$ cat config.mk
export PLATFORM = sky130hd
export DESIGN_NAME = softmax_seq_ctrl
export DESIGN_NICKNAME = d
export VERILOG_FILES = /design/src/rtl/softmax_seq_ctrl.sv
export SDC_FILE = /design/constraint.sdc
export NUM_CORES = 1
export LEC_CHECK = 0
export ABC_AREA = 1
export ABC_CLOCK_PERIOD_IN_PS = 3000
export BUFFER_PORTS_ARGS = -buffer_cell sky130_fd_sc_hd__buf_2
export CAP_MARGIN = 0
export CORE_MARGIN = 1.5
export CORE_UTILIZATION = 40
export DETAILED_ROUTE_END_ITERATION = 12
export GPL_ROUTABILITY_DRIVEN = 0
export MAX_ROUTING_LAYER = met4
export PLACE_DENSITY = 0.56
export SYNTH_ARGS = -nofsm -noshare
export SYNTH_HDL_FRONTEND = slang
export SYNTH_SLANG_ARGS = --single-unit
export TNS_END_PERCENT = 50
$ cat constraint.sdc
create_clock -name clk -period 3 [get_ports clk]
set_clock_uncertainty 0.15 [all_clocks]
set_input_delay 0.6 -clock clk [delete_from_list [all_inputs] [get_ports clk]]
set_output_delay 0.6 -clock clk [all_outputs]
set_load 0.02 [all_outputs]
$ cat src/rtl/softmax_seq_ctrl.sv
// softmax_seq_ctrl
// Sequences one softmax pass over N FP32 elements using shared arithmetic:
//   LOAD     accept N elements, track the running maximum
//   SUB/EXP  d = x - max, then buf = exp(d) (clamped to 0 when |d| >= 16)
//   ACC      sum += buf
//   DIV/OUT  q = buf / sum, streamed out one element at a time
//
// Handshakes:
//   in/out streams: a beat transfers on a rising clk edge where valid and
//   ready are both high. The producer holds valid and data stable until
//   that beat.
//   exp/div units: start is a level request. The operands stay stable while
//   start is high. The unit answers with a one-cycle done pulse. start drops
//   the cycle after done is sampled.
//
// Ports:
//   clk, rstn            clock, asynchronous active-low reset
//   start                one-cycle pass request (ignored unless idle)
//   in_valid/in_ready/in_data     input element stream
//   fadd_a/fadd_b/fadd_s          combinational FP32 adder (s = a + b)
//   exp_start/exp_in/exp_done/exp_result   iterative exp unit
//   div_start/div_a/div_b/div_done/div_q   divider (q = a / b)
//   out_valid/out_ready/out_data  probability stream
//   busy, done, err      status (err is sticky until the next start)
//   dbg_state            current FSM state, for observation
module softmax_seq_ctrl #(
    parameter int N   = 8,
    parameter int TMO = 64
) (
    input  logic        clk,
    input  logic        rstn,
    input  logic        start,
    input  logic        in_valid,
    input  logic [31:0] in_data,
    output logic        in_ready,
    output logic [31:0] fadd_a,
    output logic [31:0] fadd_b,
    input  logic [31:0] fadd_s,
    output logic        exp_start,
    output logic [31:0] exp_in,
    input  logic        exp_done,
    input  logic [31:0] exp_result,
    output logic        div_start,
    output logic [31:0] div_a,
    output logic [31:0] div_b,
    input  logic        div_done,
    input  logic [31:0] div_q,
    output logic        out_valid,
    output logic [31:0] out_data,
    input  logic        out_ready,
    output logic        busy,
    output logic        done,
    output logic        err,
    output logic [2:0]  dbg_state
);

    typedef enum logic [2:0] {
        S_IDLE, S_LOAD, S_SUB, S_EXP_WAIT, S_ACC, S_DIV_WAIT, S_OUT, S_DONE
    } state_t;

    localparam int IW = (N > 1) ? $clog2(N) : 1;
    localparam int CW = IW + 1;
    localparam int WW = (TMO > 1) ? $clog2(TMO) : 1;
    localparam logic [CW-1:0] LAST   = CW'(N - 1);
    localparam logic [WW-1:0] WD_LIM = WW'(TMO - 1);

    state_t        state, state_d;
    logic [31:0]   vbuf [N];
    logic [31:0]   max_q, sum_q, d_q, q_q;
    logic [CW-1:0] idx;
    logic [WW-1:0] wd;
    logic          err_q;

    logic [IW-1:0] cur_i;
    logic [31:0]   cur;
    logic          wd_exp;
    logic          clamp;

    // Sign-magnitude compare: no FP unit needed for the max search.
    function automatic logic fp_gt(input logic [31:0] a, input logic [31:0] b);
        if (a[31] != b[31])
            return !a[31];
        else if (!a[31])
            return a[30:0] > b[30:0];
        else
            return a[30:0] < b[30:0];
    endfunction

    assign cur_i     = idx[IW-1:0];
    assign cur       = vbuf[cur_i];
    assign wd_exp    = (wd == WD_LIM);
    // exponent >= 131 means |d| >= 16; exp() there is negligible or out of range
    assign clamp     = (fadd_s[30:23] >= 8'd131);
    assign err       = err_q;
    assign dbg_state = state;

    always_ff @(posedge clk or negedge rstn) begin
        if (!rstn) state <= S_IDLE;
        else       state <= state_d;
    end

    always_comb begin
        state_d   = state;
        in_ready  = 1'b0;
        fadd_a    = 32'd0;
        fadd_b    = 32'd0;
        exp_start = 1'b0;
        exp_in    = 32'd0;
        div_start = 1'b0;
        div_a     = 32'd0;
        div_b     = 32'd0;
        out_valid = 1'b0;
        out_data  = 32'd0;
        done      = 1'b0;
        busy      = (state != S_IDLE);
        case (state)
            S_IDLE: if (start) state_d = S_LOAD;
            S_LOAD: begin
                in_ready = 1'b1;
                if (in_valid && idx == LAST) state_d = S_SUB;
            end
            S_SUB: begin
                fadd_a  = cur;
                fadd_b  = {~max_q[31], max_q[30:0]};
                state_d = clamp ? S_ACC : S_EXP_WAIT;
            end
            S_EXP_WAIT: begin
                exp_start = 1'b1;
                exp_in    = d_q;
                if (exp_done || wd_exp) state_d = S_ACC;
            end
            S_ACC: begin
                fadd_a  = sum_q;
                fadd_b  = cur;
                state_d = (idx == LAST) ? S_DIV_WAIT : S_SUB;
            end
            S_DIV_WAIT: begin
                div_start = 1'b1;
                div_a     = cur;
                div_b     = sum_q;
                if (div_done || wd_exp) state_d = S_OUT;
            end
            S_OUT: begin
                out_valid = 1'b1;
                out_data  = q_q;
                if (out_ready) state_d = (idx == LAST) ? S_DONE : S_DIV_WAIT;
            end
            S_DONE: begin
                done    = 1'b1;
                state_d = S_IDLE;
            end
            default: state_d = S_IDLE;
        endcase
    end

    always_ff @(posedge clk or negedge rstn) begin
        if (!rstn) begin
            for (int i = 0; i < N; i++) vbuf[i] <= 32'd0;
            max_q <= 32'd0;
            sum_q <= 32'd0;
            d_q   <= 32'd0;
            q_q   <= 32'd0;
            idx   <= '0;
            wd    <= '0;
            err_q <= 1'b0;
        end else begin
            // watchdog runs only inside the two wait states, so it is zero on entry
            wd <= '0;
            case (state)
                S_IDLE: begin
                    if (start) begin
                        idx   <= '0;
                        sum_q <= 32'd0;
                        err_q <= 1'b0;
                    end
                end
                S_LOAD: begin
                    if (in_valid) begin
                        vbuf[cur_i] <= in_data;
                        if (idx == '0 || fp_gt(in_data, max_q)) max_q <= in_data;
                        idx <= (idx == LAST) ? '0 : idx + 1'b1;
                    end
                end
                S_SUB: begin
                    d_q <= fadd_s;
                    if (clamp) vbuf[cur_i] <= 32'd0;
                end
                S_EXP_WAIT: begin
                    wd <= wd + 1'b1;
                    // a done arriving on the timeout cycle is still taken
                    if (exp_done) begin
                        vbuf[cur_i] <= exp_result;
                    end else if (wd_exp) begin
                        err_q       <= 1'b1;
                        vbuf[cur_i] <= 32'd0;
                    end
                end
                S_ACC: begin
                    sum_q <= fadd_s;
                    idx   <= (idx == LAST) ? '0 : idx + 1'b1;
                end
                S_DIV_WAIT: begin
                    wd <= wd + 1'b1;
                    if (div_done) begin
                        q_q <= div_q;
                    end else if (wd_exp) begin
                        err_q <= 1'b1;
                        q_q   <= 32'd0;
                    end
                end
                S_OUT: begin
                    if (out_ready) idx <= (idx == LAST) ? '0 : idx + 1'b1;
                end
                default: ;
            endcase
        end
    end

endmodule

---- Yosys cells after proc, flatten, opt, wreduce, memory -nomap -nowiden ----
Index checks and enable logic that the tools add are counted.
W data, S select, Z words.
word-level totals
  flip-flop bits (word level) ............. 398
  bits in latches ......................... 0
  RAM bits ................................ 0
  memory bits (read-only) ................. 0
  output and inout bits ................... 202
  word-level logic and storage cells ...... 120
  memories kept ........................... 0
operators by class
  add/subtract/negate cells ............... 2
  $mul .................................... 0
  div/mod/pow operators ................... 0
  magnitude comparators ................... 5
  eq/ne operators ......................... 20
  shift-type cells ........................ 0
  mux-type cells .......................... 51
  bitwise logic cells ..................... 4
  reduce and logical (&&, ||, !) cells .... 22
operators with widths
  kind                   number
  $mux W256              4
  $pmux W256 S3          1
  $bwmux W256            2
  $mux W32               10
  $and A256 B256 Y256    1
  $not A256 Y256         1
  $pmux W32 S2           3
  $bmux W32 S3           1
  $demux W32 S3          1
  $gt A31 B31 Y1         1
  $lt A31 B31 Y1         1
  $pmux W3 S8            1
  $mux W3                7
  $ne A2 B2 Y1 const B   9
  $mux W4                4
  $pmux W4 S4            1
  $mux W1                13
  $eq A3 B3 Y1 const B   4
  $reduce_and A4 Y1      3
  $reduce_bool A3 Y1     3
  $ge A8 B8 Y1 const B   1
  $add A6 B1 Y6 const B  1
  $eq A3 B2 Y1 const B   2
  $eq A6 B6 Y1 const B   1
  other kinds (23)       28

---- Logic depth before layout (Yosys ltp) ----
  depth after elaboration ................. 10
  mapped depth ............................ 19
  depth with buffers taken out ............ 18

---- Worst setup path after synthesis ----
No wires, ideal clock.
  path kind ............................... register to output
  start ................................... register state[2] (netlist: dbg_state[2])
  end ..................................... output div_a[10]
  arrival time ............................ 1.992 ns
  required time ........................... 2.250 ns
  setup slack ............................. 0.258 ns
  cell stages (with the launch flop) ...... 7
  cells stage by stage .................... dfrtp_1 nand2_1 nor2_1 inv_1 clkbuf_1 clkbuf_1 nor2_1
between the ends
  cells in the longest elaborated chain, start to end .. 2
ends and longest elaborated chain
  item                    line  source
  from (decl)             67    state_t state, state_d;
  from (signal assigned)  99    else state <= state_d;
  $eq A3 B3 Y1            116   case (state)
  $mux W32                116
  to (decl)               44    output logic [31:0] div_a,
No other way between the ends.

---- Worst setup path in the final report ----
  start ................................... register idx[1]
  end ..................................... output fadd_b[14]
between the ends
  cells in the longest elaborated chain, start to end .. 5
ends and longest elaborated chain
  item                                          line  source
  from (decl)                                   70    logic [CW-1:0] idx;
  from (signal assigned)                        181   idx <= (idx == LAST) ? '0 : idx + 1'b1;
  from (signal assigned)                        200   idx <= (idx == LAST) ? '0 : idx + 1'b1;
  from (signal assigned)                        212   if (out_ready) idx <= (idx == LAST) ? '0 : idx + 1'b1;
  $not A3 Y4 (implied by the code)              90    assign cur = vbuf[cur_i];
  $bmux W32 S3                                  90
  $mux W32 (implied by the code) (2 in series)  90
  $pmux W32 S2                                  116
  to (decl)                                     37    output logic [31:0] fadd_b,
No other way between the ends. The select of a mux whose other input is x is not followed.

==> impl_metrics.toml <==
[setup_path]
crit_buf_inv = 6
critPathMaxFanout = 7
criticalPathCategory = "register to output port"
worst_ep_required_time_ns = 2.25
end_kind = "output port"
crit_chain = "buf_6 > nor3_4 > buf_6 > buf_12 > clkbuf_16 > buf_6 > a221oi_2 > nand4_1 > nand2_1 > o21ai_1 > buf_4"
cp_common_cell = "buf_6"
critPathTopFamily = "buffers and inverters"
critPathSlowestCell = "dfrtp_2"
worstPathArrival_ns = 2.70
slowest_delay_ns = 0.49
cp-start-kind = "register"

[place]
port_buffers = 336
dp_hpwl_mm = 54.90
place_worst_setup_slack_ns = -0.09840
dp.cells = 3629

[global_route]
grt_pass1_wl_mm = 120.0
grt-ovfl-total = 0
grtUsageTotal_pct = 30.80
antenna_found_initial = 1
grt_max_degree = 74
grt_pass1_vias = 19697

[synth]
synth-async-reset-ratio_pct = 100.0
post-synth-top-count-cell = "nand2_1"
synthCells = 2667
ys_warn_count = 0
synth_largest_area_cell = "dfrtp_1"
synth-edff-count = 0
syn_area_per_cell_um2 = 7.590
synthTopCellsByArea = "dfrtp_1 (49%), nand2_1 (13%), o21ai_0 (9.6%)"
synth_common_cells = "nand2_1 (707), dfrtp_1 (398), o21ai_0 (390)"
yosysTopAreaCellShare_pct = 49.20
syn_area_mm2 = 0.02024
ys_ff_latch = 398
ys_types = 40
ys.flop_type = "dfrtp_1"
syn-num-nets = 2836
ys_seq_area_share_pct = 49.20

[timing]
max_slew_margin_pct = 20.02
worst_pin_slew_ns = 1.200
finalHoldViolations = 0
rsz0062_at_grt = "yes"
finalCriticalPeriod_ns = 3.449
fin_ws_ns = -0.4493
finalSetupViolCount = 96
drv_slew = 0
holdWs_ns = 0.07424
fmax_mhz = 289.9
post-route-period-util_pct = 115.0

[power_and_ir_drop]
vdd_ir_drop_max_v = 0.0004458
comb_power_share_pct = 50.7
p_leak_uw = 0.01373
p_clk_share_pct = 19.2
switching_power_uw = 12600
power_frac_seq_pct = 30.0
switching_share_pct = 44.82
finalPower_uw = 28110
internal_power_uw = 15510
powerDensity_mw_per_mm2 = 1053

[floorplanning]
initial_core_util_pct = 40.43
die_area_mm2 = 0.05196
rows = 82
die_h_um = 228.0
pin_count = 337
core_area_mm2 = 0.05007
die_w_um = 228.0

[clock_network]
cts_tree = "done"
clk_pin_slew_ns = 0.06
clk_path_buf_depth = 3
root_buffer = "clkbuf_16"
cts_sinks = 398
worstSkewPairLatency_ns = 0.58
numCtsBuffers = 45
cts.htree.levels = 2

[drt]
wire_per_inst_um = 21.11
dr.first_iter.drc_count = 1912
postRouteAntennaNets = 0
drc = 0
wl_mm = 79.58
vias = 20535
first_pass_iters = 5
post_drt_via_cell_ratio = 5.448

[final_layout]
layout.cells.non_filler = 3769
drive_gt1_share_pct = 25.03
syn2layout_area_growth_pct = 31.92
nets = 3232
utilization_pct = 53.33

[run]
drv_cap = 0

[run_status]
outcome = "complete, but fails checks"
violations = "setup timing"

[min_path]
hp-class = "input pin to register"
-- cell type report --
cell class / instances / area (um^2)
Multi-Input combinational cell: 1710 / 9029
Fill cell: 4720 / 23360
Clock buffer: 75 / 1361
Tap cell: 672 / 840.8
Clock inverter: 5 / 56.30
Antenna cell: 1 / 2.502
Timing Repair Buffer: 506 / 3895
Sequential cell: 398 / 9965
Inverter: 402 / 1554
-- cells by family (layout without fill, tap and decap cells) --
| family | Yosys count | in the layout | synth area share (%) |
|---|---|---|---|
| adder cells (fa/ha/maj) | 34 | 34 | 2.102 |
| buffers and inverters | 559 | 988 | 10.72 |
| other | 0 | 1 | 0 |
| AND/OR/NAND/NOR | 1006 | 1006 | 19.41 |
| flip-flops | 398 | 398 | 49.20 |
| XOR/XNOR | 1 | 1 | 0.04328 |
| AO/OA/AOI/OAI | 669 | 669 | 18.53 |
-- worst reg2reg max path, stage by stage (launching register included) --
cell	delay, ns
dfrtp_1	0.37
ha_2	0.20
nand4_1	0.14
nor2_2	0.18
nor2_1	0.07
a21oi_2	0.16
nand2_2	0.12
buf_12	0.18
a21oi_4	0.89
nand2_1	0.20
o22ai_2	0.16
inv_1	0.06
-- placed cells by master, fill, tap and decap left out, types with 4 or more instances in the layout --
cell,n
a21oi_1,42
a21oi_2,10
a221oi_1,5
a221oi_2,27
a221oi_4,5
a22oi_1,8
buf_12,36
buf_2,264
buf_4,153
buf_6,43
clkbuf_1,20
clkbuf_16,49
clkbuf_8,8
dfrtp_1,394
dfrtp_2,4
ha_1,33
inv_1,349
inv_2,39
inv_4,9
nand2_1,689
nand2_2,18
nand3_1,44
nand3_2,5
nand4_1,15
nor2_1,196
nor2_2,14
nor2_4,13
nor3_1,5
o211ai_1,5
o21ai_0,379
o21ai_1,46
o21ai_2,4
o22ai_1,78
o22ai_2,30
o22ai_4,9
-- layer usage --
layer	up-vias	GRT usage (%)	wire (um)
met3	153	5.725	7248
li1	9374	-	-
met2	1062	47.02	35850
met1	9946	41.04	33660
met4	0	10.93	2830
met5	-	-	0
-- metrics by stage --
step	TNS, ns	cell area, um^2
after floorplan	0	20240
after global placement	-0.1130	23340
after detailed placement	-0.5172	23340
after CTS	-25.83	26010
after global routing	-37.16	26700
final	-30.08	26700
-- power groups by stage --
stage | logic (uW) | registers (uW) | clock network (uW)
3_5_place_dp | 11900 | 8400 | 0
5_1_grt | 15400 | 8640 | 5710
2_1_floorplan | 7240 | 8170 | 0
6_report | 14300 | 8450 | 5410
3_3_place_gp | 11700 | 8350 | 0
4_1_cts | 13200 | 8380 | 5510
-- final timing paths --
path	startpoint	depth (start not counted)	end	slack, ns
worst max-delay path	idx[1]	11	fadd_b[14]	-0.45
worst min-delay path	div_q[9]	3	q_q[9]	0.07
worst max register to register	wd[0]	11	register	0
worst min register to register	wd[0]	1	wd[0]	0.31
max in group asynchronous	rstn	3	max_q[23]	1.39
min in group asynchronous	rstn	2	d_q[5]	0.39
-- repair_timing --
action                                 4_1_cts  5_1_grt
resized for setup                          225      133
pin swaps                                   17       28
setup endpoints to repair                  128      167
endpoints found under the hold margin       57        0
gates cloned                                 5        2
setup buffers                               38       15
hold buffers                                 1        0
Note: power is estimated with default switching activity, not from simulation.
